===== config.mk =====
export PLATFORM = sky130hd
export DESIGN_NAME = tdc_multihit
export DESIGN_NICKNAME = d
export VERILOG_FILES = /design/src/rtl/tdc_pkg.sv /design/src/rtl/tdc_result_fifo.sv /design/src/rtl/tdc_sync.sv /design/src/rtl/tdc_multihit.sv
export SDC_FILE = /design/constraint.sdc
export NUM_CORES = 1
export LEC_CHECK = 0
export ABC_AREA = 1
export BUFFER_PORTS_ARGS = -buffer_cell sky130_fd_sc_hd__buf_2
export CORE_AREA = 2 2 255 257
export CTS_CLUSTER_DIAMETER = 80
export DETAILED_ROUTE_END_ITERATION = 7
export DIE_AREA = 0 0 257 259
export PLACE_DENSITY = 0.46
export REMOVE_ABC_BUFFERS = 1
export SLEW_MARGIN = 20
export SYNTH_ARGS = -nofsm -noshare
export SYNTH_HDL_FRONTEND = slang
export SYNTH_SLANG_ARGS = --single-unit

===== constraint.sdc =====
create_clock -name clk -period 7.5 [get_ports clk]
set_input_delay 0.75 -clock clk [delete_from_list [all_inputs] [get_ports clk]]
set_output_delay 0.75 -clock clk [all_outputs]
set_load 0.005 [all_outputs]

===== src/rtl/tdc_pkg.sv =====
// tdc_pkg: shared state encoding, hit record type and fine-code encoder for
// the multi-hit TDC. Build option: TDC_BUBBLE_FIX_EN selects the popcount
// encoder; without it the encoder counts leading ones from tap 0.
package tdc_pkg;

  // Configuration that the hit record is sized from. The top-level parameters
  // default to these values and must agree with them.
  localparam int TDC_NUM_CH    = 4;
  localparam int TDC_COARSE_W  = 16;
  localparam int TDC_FINE_TAPS = 32;
  localparam int TDC_FINE_W    = $clog2(TDC_FINE_TAPS) + 1;
  localparam int TDC_CH_W      = (TDC_NUM_CH > 1) ? $clog2(TDC_NUM_CH) : 1;

  typedef enum logic [1:0] {IDLE, ARMED, RUN, DONE} state_t;

  typedef struct packed {
    logic [TDC_CH_W-1:0]     ch;
    logic [TDC_COARSE_W-1:0] coarse;
    logic [TDC_FINE_W-1:0]   fine;
  } hit_t;

  // Thermometer snapshot -> fine code in the range 0..FINE_TAPS.
  function automatic logic [TDC_FINE_W-1:0] enc(input logic [TDC_FINE_TAPS-1:0] therm);
    logic [TDC_FINE_W-1:0] code;
`ifndef TDC_BUBBLE_FIX_EN
    logic run;
`endif
    code = '0;
`ifdef TDC_BUBBLE_FIX_EN
    for (int i = 0; i < TDC_FINE_TAPS; i++) begin
      code = code + TDC_FINE_W'(therm[i]);
    end
`else
    run = 1'b1;
    for (int i = 0; i < TDC_FINE_TAPS; i++) begin
      run  = run & therm[i];
      code = code + TDC_FINE_W'(run);
    end
`endif
    return code;
  endfunction

endpackage


===== src/rtl/tdc_result_fifo.sv =====
// tdc_result_fifo: synchronous FIFO of hit records. Head is presented while
// non-empty and reads as zero when empty; a push at full succeeds only if a
// pop happens in the same cycle.
module tdc_result_fifo
  import tdc_pkg::*;
#(
  parameter  int FIFO_DEPTH = 8,
  localparam int AW         = $clog2(FIFO_DEPTH),
  localparam int CNT_W      = AW + 1
) (
  input  logic             clk,
  input  logic             rst,
  input  logic             push,
  input  hit_t             push_data,
  input  logic             pop,
  output hit_t             head,
  output logic             full,
  output logic             empty,
  output logic [CNT_W-1:0] count
);

  hit_t             mem_reg [FIFO_DEPTH];
  logic [AW-1:0]    wr_ptr_reg;
  logic [AW-1:0]    rd_ptr_reg;
  logic [CNT_W-1:0] count_reg;
  logic             push_ok;
  logic             pop_ok;

  assign empty   = (count_reg == '0);
  assign full    = (count_reg == CNT_W'(FIFO_DEPTH));
  assign pop_ok  = pop && !empty;
  assign push_ok = push && (!full || pop_ok);

  // Entry storage; written only on an accepted push.
  always_ff @(posedge clk) begin
    if (push_ok) mem_reg[wr_ptr_reg] <= push_data;
  end

  // Pointers and exact occupancy.
  always_ff @(posedge clk) begin
    if (rst) begin
      wr_ptr_reg <= '0;
      rd_ptr_reg <= '0;
      count_reg  <= '0;
    end else begin
      if (push_ok) wr_ptr_reg <= wr_ptr_reg + AW'(1);
      if (pop_ok)  rd_ptr_reg <= rd_ptr_reg + AW'(1);
      case ({push_ok, pop_ok})
        2'b10:   count_reg <= count_reg + CNT_W'(1);
        2'b01:   count_reg <= count_reg - CNT_W'(1);
        default: count_reg <= count_reg;
      endcase
    end
  end

  assign head  = empty ? '0 : mem_reg[rd_ptr_reg];
  assign count = count_reg;

endmodule


===== src/rtl/tdc_sync.sv =====
// tdc_sync: multi-stage flop synchronizer for asynchronous pins.
module tdc_sync #(
  parameter int STAGES = 2,
  parameter int WIDTH  = 1
) (
  input  logic             clk,
  input  logic             rst,
  input  logic [WIDTH-1:0] d,
  output logic [WIDTH-1:0] q
);

  logic [WIDTH-1:0] stage_reg [STAGES];

  // Shift the pin values through the synchronizer chain.
  always_ff @(posedge clk) begin
    if (rst) begin
      for (int i = 0; i < STAGES; i++) stage_reg[i] <= '0;
    end else begin
      stage_reg[0] <= d;
      for (int i = 1; i < STAGES; i++) stage_reg[i] <= stage_reg[i-1];
    end
  end

  assign q = stage_reg[STAGES-1];

endmodule


===== src/rtl/tdc_multihit.sv =====
// tdc_multihit: one start pin opens a window; each stop channel records one
// hit {channel, coarse, fine} per window into a result FIFO.
// Build option: TDC_BUBBLE_FIX_EN (fine encoder variant, see tdc_pkg).
module tdc_multihit
  import tdc_pkg::*;
#(
  parameter  int NUM_CH      = TDC_NUM_CH,
  parameter  int COARSE_W    = TDC_COARSE_W,
  parameter  int FINE_TAPS   = TDC_FINE_TAPS,
  parameter  int FINE_W      = $clog2(FINE_TAPS) + 1,
  parameter  int FIFO_DEPTH  = 8,
  parameter  int SYNC_STAGES = 2,
  localparam int CH_W        = (NUM_CH > 1) ? $clog2(NUM_CH) : 1,
  localparam int CNT_W       = $clog2(FIFO_DEPTH) + 1
) (
  input  logic                        clk,
  input  logic                        rst,
  input  logic                        arm,
  input  logic                        continuous,
  input  logic [COARSE_W-1:0]         timeout,
  input  logic                        clr_flags,
  input  logic                        start_in,
  input  logic [NUM_CH-1:0]           stop_in,
  input  logic [NUM_CH*FINE_TAPS-1:0] fine_therm,
  output logic                        busy,
  output logic [NUM_CH-1:0]           hit_mask,
  output logic                        rd_valid,
  input  logic                        rd_ready,
  output logic [CH_W-1:0]             rd_ch,
  output logic [COARSE_W-1:0]         rd_coarse,
  output logic [FINE_W-1:0]           rd_fine,
  output logic [CNT_W-1:0]            fifo_count,
  output logic                        overflow,
  output logic                        timed_out
);

  state_t              state_reg, state_next;
  logic [COARSE_W-1:0] coarse_reg;
  logic [NUM_CH-1:0]   hit_mask_reg;
  logic [NUM_CH-1:0]   pend_valid_reg;
  hit_t                pend_data_reg [NUM_CH];
  logic                overflow_reg, timed_out_reg;

  logic [NUM_CH:0]     pin_sync, pin_prev_reg, pin_edge;
  logic                start_edge;
  logic [NUM_CH-1:0]   stop_edge, capture, grant;
  logic [FINE_W-1:0]   fine_code [NUM_CH];
  logic                all_hit, timeout_exit;
  logic                push, pop, drop, fifo_full, fifo_empty;
  hit_t                push_data, head;

  tdc_sync #(
    .STAGES (SYNC_STAGES),
    .WIDTH  (NUM_CH + 1)
  ) u_sync (
    .clk (clk),
    .rst (rst),
    .d   ({stop_in, start_in}),
    .q   (pin_sync)
  );

  // Previous synchronized level for rising-edge detection.
  always_ff @(posedge clk) begin
    if (rst) pin_prev_reg <= '0;
    else     pin_prev_reg <= pin_sync;
  end

  assign pin_edge   = pin_sync & ~pin_prev_reg;
  assign start_edge = pin_edge[0];
  assign stop_edge  = pin_edge[NUM_CH:1];

  generate
    for (genvar gi = 0; gi < NUM_CH; gi++) begin : g_ch
      assign fine_code[gi] = enc(fine_therm[gi*FINE_TAPS +: FINE_TAPS]);
      assign capture[gi]   = (state_reg == RUN) && stop_edge[gi] && !hit_mask_reg[gi];
    end
  endgenerate

  assign all_hit = &(hit_mask_reg | capture);

  // Fixed-priority drain: lowest occupied pending slot goes to the FIFO.
  always_comb begin
    grant     = '0;
    push_data = '0;
    for (int i = NUM_CH - 1; i >= 0; i--) begin
      if (pend_valid_reg[i]) begin
        grant     = '0;
        grant[i]  = 1'b1;
        push_data = pend_data_reg[i];
      end
    end
  end

  assign push = |pend_valid_reg;
  assign pop  = rd_valid && rd_ready;
  assign drop = push && fifo_full && !pop;

  tdc_result_fifo #(
    .FIFO_DEPTH (FIFO_DEPTH)
  ) u_fifo (
    .clk       (clk),
    .rst       (rst),
    .push      (push),
    .push_data (push_data),
    .pop       (pop),
    .head      (head),
    .full      (fifo_full),
    .empty     (fifo_empty),
    .count     (fifo_count)
  );

  // State register.
  always_ff @(posedge clk) begin
    if (rst) state_reg <= IDLE;
    else     state_reg <= state_next;
  end

  // Next-state logic; an all-hit exit takes precedence over a timeout.
  always_comb begin
    state_next   = state_reg;
    timeout_exit = 1'b0;
    case (state_reg)
      IDLE:  if (arm) state_next = ARMED;
      ARMED: if (start_edge) state_next = RUN;
      RUN: begin
        if (all_hit) begin
          state_next = DONE;
        end else if (coarse_reg == timeout) begin
          state_next   = DONE;
          timeout_exit = 1'b1;
        end
      end
      DONE:  if (pend_valid_reg == '0) state_next = continuous ? ARMED : IDLE;
      default: state_next = IDLE;
    endcase
  end

  // Coarse counter, hit mask, pending slots and sticky flags.
  always_ff @(posedge clk) begin
    if (rst) begin
      coarse_reg     <= '0;
      hit_mask_reg   <= '0;
      pend_valid_reg <= '0;
      for (int i = 0; i < NUM_CH; i++) pend_data_reg[i] <= '0;
      overflow_reg   <= 1'b0;
      timed_out_reg  <= 1'b0;
    end else begin
      // The start detect cycle counts as 0, so the following cycle reads 1.
      if (state_reg == ARMED && start_edge) begin
        coarse_reg   <= COARSE_W'(1);
        hit_mask_reg <= '0;
      end else if (state_reg == RUN) begin
        if (coarse_reg != '1) coarse_reg <= coarse_reg + COARSE_W'(1);
        hit_mask_reg <= hit_mask_reg | capture;
      end
      for (int i = 0; i < NUM_CH; i++) begin
        if (capture[i]) begin
          pend_valid_reg[i] <= 1'b1;
          pend_data_reg[i]  <= '{ch: CH_W'(i), coarse: coarse_reg, fine: fine_code[i]};
        end else if (grant[i]) begin
          pend_valid_reg[i] <= 1'b0;
        end
      end
      if (drop)              overflow_reg <= 1'b1;
      else if (clr_flags)    overflow_reg <= 1'b0;
      if (timeout_exit)      timed_out_reg <= 1'b1;
      else if (clr_flags)    timed_out_reg <= 1'b0;
    end
  end

  assign busy      = (state_reg != IDLE);
  assign hit_mask  = hit_mask_reg;
  assign rd_valid  = !fifo_empty;
  assign rd_ch     = head.ch;
  assign rd_coarse = head.coarse;
  assign rd_fine   = head.fine;
  assign overflow  = overflow_reg;
  assign timed_out = timed_out_reg;

endmodule


## Word-level counts from Yosys, hierarchy flattened

Memory sizes are Yosys's and may differ from the RTL's. A register that Yosys moved wholly into a read port is not among the register bits.
Cells that the tools add are included.

| operators by class | value |
|---|---|
| shift-type cells | 0 |
| eq/ne operators | 12 |
| add/sub/neg operators | 129 |
| reductions and logical operators | 41 |
| div/mod/pow operators | 0 |
| muxes and demuxes | 59 |
| order comparisons | 0 |
| multipliers | 0 |
| bitwise operators | 133 |

Operator list:

| kind | number |
|---|---|
| $add 6x1->6 | 104 |
| $mux 24 | 9 |
| $and 1x1->1 | 124 |
| $mux 1 | 35 |
| $add 5x1->6 | 4 |
| $add 4x1->5 | 4 |
| $reduce_bool 2->1 | 10 |
| $add 16x1->16 const B | 1 |
| $add 3x1->4 | 4 |
| $eq 16x16->1 | 1 |
| $mux 4 | 4 |
| $ne 16x16->1 const B | 1 |
| $logic_and 1x1->1 | 14 |
| $add 2x1->3 | 4 |
| $mux 2 | 5 |
| $mux 5 | 2 |
| $add 1x1->2 | 4 |
| $logic_not 4->1 | 2 |
| $pmux 2 s4 | 1 |
| $pmux 4 s2 | 1 |
| $reduce_and 4->1 | 2 |
| $logic_not 1->1 | 7 |
| $add 3x1->3 const B | 2 |
| $eq 2x2->1 const B | 3 |
| other kinds (16) | 26 |

| storage, ports and cells | value |
|---|---|
| latch bits | 0 |
| memories kept | 3 |
| bits in read-only memories | 0 |
| memory bits (writable) | 298 |
| flip-flop bits (word level) | 43 |

Memory list:

| name | words | bits a word | read ports | clocked after Yosys merged registers in | wr ports | line | text |
|---|---|---|---|---|---|---|---|
| u_fifo.mem_reg | 8 | 24 | 1 | 1 | 1 | tdc_result_fifo.sv:22 | `hit_t mem_reg [FIFO_DEPTH];` |
| pend_data_reg | 4 | 24 | 4 | 0 | 4 | tdc_multihit.sv:41 | `hit_t pend_data_reg [NUM_CH];` |
| u_sync.stage_reg | 2 | 5 | 2 | 0 | 2 | tdc_sync.sv:12 | `logic [WIDTH-1:0] stage_reg [STAGES];` |

## Logic depth before layout (Yosys ltp)

| depth | value |
|---|---|
| depth in word-level cells | 33 |
| gate-level depth with buffers | 34 |
| mapped depth without buffers | 34 |

## By module

A second synthesis with hierarchy kept.

| second synthesis, totals | value |
|---|---|
| cells, all modules | 1743 |
| area, all modules | 18126.1 sq um |

Modules (own cells, without submodules):

| module | area an instance (sq um) | sequential area each (sq um) | times used | cells an instance |
|---|---|---|---|---|
| tdc_multihit | 9549.2 | 3373.2 | 1 | 1041 |
| tdc_result_fifo | 8252.9 | 6025.8 | 1 | 666 |
| tdc_sync | 324.1 | 200.2 | 1 | 36 |

## Worst setup path before layout

Ideal clock, no wire load.

| timing path | value |
|---|---|
| kind | input-to-reg |
| from | input fine_therm[98] |
| to | memory pend_data_reg[3][4] (netlist name), data pin |
| stages | 34 |
| arrival | 6776 ps |
| data required time | 7248 ps |
| path buffers | 0 |
| path slack | 472 ps |
| cell sequence | nand3_1 nor2_4 nand4_2 nor2_4 nand4_2 nor2_4 nand4_2 nor2_2 nand4_2 nor2_4 nand4_2 nor2_4 nand4_2 nor2_2 inv_1 fa_1 fa_1 inv_1 fa_1 inv_1 fa_1 fa_1 fa_1 inv_1 ha_1 fa_1 nand2_1 inv_1 nor2_1 nor2_1 nor2_1 xnor2_1 inv_1 nor2_1 |

RTL lines:

| what | line | text |
|---|---|---|
| start, declared | tdc_multihit.sv:24 | `input logic [NUM_CH*FINE_TAPS-1:0] fine_therm,` |
| end, declared | tdc_multihit.sv:41 |  |

==> metrics.cfg <==
[grt]
grt_use_total=0.129
antenna_found_initial=5
grt_pass1_wl_microns=68500
grt_max_degree=73
gr-total-overflow=0
grt_pass1_vias=12500

[clock_tree]
root_buffer=clkbuf_16
cts_num_sinks=339
cts_buffers=38
h-tree-depth=2
post_cts_buffers=0
cts_resized=0
clk_latency_ns=0.53
clk_path_buf_depth=3
tritoncts=done
cts.clk_slew.worst_paths_ns=0.06
holdBufCountCts=0

[floorplanning]
start_util=0.277
fp.dieH_microns=259
fp.dieW_microns=257
boundaryPins=191
row_count=93
core-area_sq_um=63900
die_area_sq_um=66600

[layout]
n_antenna_cell=0
final_cells=2752
fillers=6497
largest_reg_flops=192
final_nets=2156
area_delta_synth_final_pct=17.9
drive_gt1_frac=0.173
final_area_sq_um=20900

[synthesis]
synth-seq-cells=339
synth_area_per_cell_sq_um=10.5
yosys.area.top_type_share=0.476
ys_seq_area_frac=0.542
synth_cell_types=36
synth-main-ff-cell=edfxtp_1
synth_edf_count=281
yosys.area.top_type=edfxtp_1
netlist_area_sq_um=17700
yosys_warnings=0
ys_top_cells_by_area=edfxtp_1 48%, fa_1 11%, nor2_1 6.8%
synth_cells=1687
synthArstFlopShare=0

[worst_hold_path]
worstHoldPathType=register to register
min_from=u_sync.stage_reg[0][4]

[critical_path]
endpoint=pend_data_reg[0][4]
cp_slowest_stage_delay_ns=0.52
r2r_end=u_fifo.mem_reg[2][4]
cp.required_ns=7.73
cpMaxStageDelayCell=fa_1
startpoint=fine_therm[1]
rrSetupSlack_ns=3.89
worstReg2RegStart=pend_valid_reg[0]
path_class=primary input to register
start_kind=primary input
worstPathArrival_ns=7.18
r2r_cells=9
end_kind=register
critical_path_peak_fanout=3

[routing]
drc_errors=0
via_count=12200
post_drt_wl_per_cell_microns=15.9
ant_nets=0
first_iter_violations=607
drt-pass1-iter-count=5
vias_per_cell=4.42
wl_microns=43900

[flow_run]
max_cap_violations=0

[timing]
finalClockSkew_ns=0.0206
fmax_ghz=0.144
rsz0062_at_grt=no
setup_ws_ns=0.552
slew_violations=0
tns_ns=0
report.final.hold_viol_count=0
setup_viol=0
period_needed_ns=6.95
fin_crit_sh=0.926
max_slew.worst_pin.slew_ns=1.13
slew_headroom=0.246

[power_and_ir_drop]
p_sw_frac=0.306
p_leak_uw=0.00849
intPower_uw=3560
pwr-share-comb=0.226
p_total_uw=5120
power_density_nw_per_um2=245
p_sw_uw=1570
seq_power_share=0.422
vdd_drop_max_uv=141
clockPowerShare=0.352

[place]
placed_cell_area_sq_um=19700
io_buffers=190
hpwl_microns=29000
dp_cells=2684
place_ws_ns=-0.0473
gp_congestion=0.783

[run_status]
status=finished clean

layout by cell type (no fill, tap or decap), types with 3 or more instances in the layout:
cell type,n
xnor2_1,3
nor2_2,10
clkinv_2,5
clkbuf_8,4
clkbuf_16,39
nand4_1,13
dfxtp_1,57
inv_2,4
clkbuf_1,11
nor2_1,313
nor3_1,12
inv_1,264
nand3_1,20
nor2_4,25
o22ai_1,25
or2_2,3
or4_1,3
o21ai_0,150
nand4_2,15
nor4_1,6
ha_1,39
xor2_1,19
a21oi_1,39
buf_4,15
buf_2,190
fa_1,93
clkinv_1,3
a22oi_1,22
edfxtp_1,281
o31ai_1,4
o211ai_1,22
nand4_4,6
nand2_1,135
nor3b_1,4
a31oi_1,27
logic make-up after synthesis:
group / after synthesis / share of synthesized area
buffers and inverters: 332 / 0.0704
xor gates and xnor gates: 22 / 0.0109
and+or+nand+nor: 571 / 0.151
DFF: 339 / 0.542
AOI/OAI and AO/OA: 291 / 0.0930
adders and majority gates: 132 / 0.133
through the flow:
stage	hold slack, ns	utilization
global route	0.419	0.327
finish	0.405	0.327
detailed placement	0.398	0.308
floorplan	0.388	-
global placement	0.394	0.308
CTS	0.400	0.327
cells in the mapped netlist, types with 2 or more instances:
cell and number:
nand2_1 136, nor2_1 322, ha_1 39, nand4_2 15, inv_1 267, nor2_2 9
or4_1 3, a22oi_1 22, nand4_4 6, xnor2_1 3, buf_1 4, nand3_1 21
dfxtp_1 58, or2_2 3, o31ai_1 4, nor2_4 17, xor2_1 19, nand4_1 13
inv_2 2, o21ai_0 150, a21oi_1 39, clkbuf_1 59, edfxtp_1 281, nor4_1 6
a31oi_1 27, o211ai_1 22, o22ai_1 25, fa_1 93, nor3b_1 4, nor3_1 12
metal layers:
layer,vias to the layer above,part of all wire,global-route usage
met2,191,0.52,0.238
met4,6,0.016,0.0292
met3,50,0.033,0.0170
met1,5930,0.43,0.161
li1,5991,-,-
met5,-,0.0010,0
layout make-up:
class | count | area, sq um | share of cell area
Multi-Input combinational cell | 1016 | 6940 | 0.332
Tap cell | 855 | 1070 | 0.0512
Clock inverter | 14 | 134 | 0.00641
Sequential cell | 339 | 9600 | 0.460
Inverter | 269 | 1010 | 0.0484
Clock buffer | 54 | 1070 | 0.0513
Timing Repair Buffer | 205 | 1060 | 0.0509
power by group through the flow:
stage | sequential (uW) | combinational (uW) | clock [uW]
6_report | 2160 | 1160 | 1800
3_5_place_dp | 2200 | 1190 | 0
2_1_floorplan | 2220 | 617 | 0
5_1_grt | 2170 | 1310 | 1920
4_1_cts | 2160 | 1200 | 1850
3_3_place_gp | 2200 | 1180 | 0
worst min path at each step:
stage / to / slack [ns] / depth (start not counted)
2_1_floorplan: u_sync.stage_reg[0][5] / 0.39 / 2
3_5_place_dp: u_sync.stage_reg[0][5] / 0.40 / 2
4_1_cts: u_sync.stage_reg[0][0] / 0.40 / 3
6_report: u_sync.stage_reg[0][9] / 0.40 / 2
3_3_place_gp: u_sync.stage_reg[0][9] / 0.39 / 2
5_1_grt: u_sync.stage_reg[0][3] / 0.42 / 3
worst max-delay path, delay by kind of cell:
| family | cells | cell delay, ns |
|---|---|---|
| XOR/XNOR | 1 | 0.08 |
| AND/OR/NAND/NOR | 19 | 2.35 |
| adder cells (fa/ha/maj) | 8 | 3.72 |
| buffers and inverters | 5 | 0.29 |
Note: power is estimated with default switching activity, not from simulation.
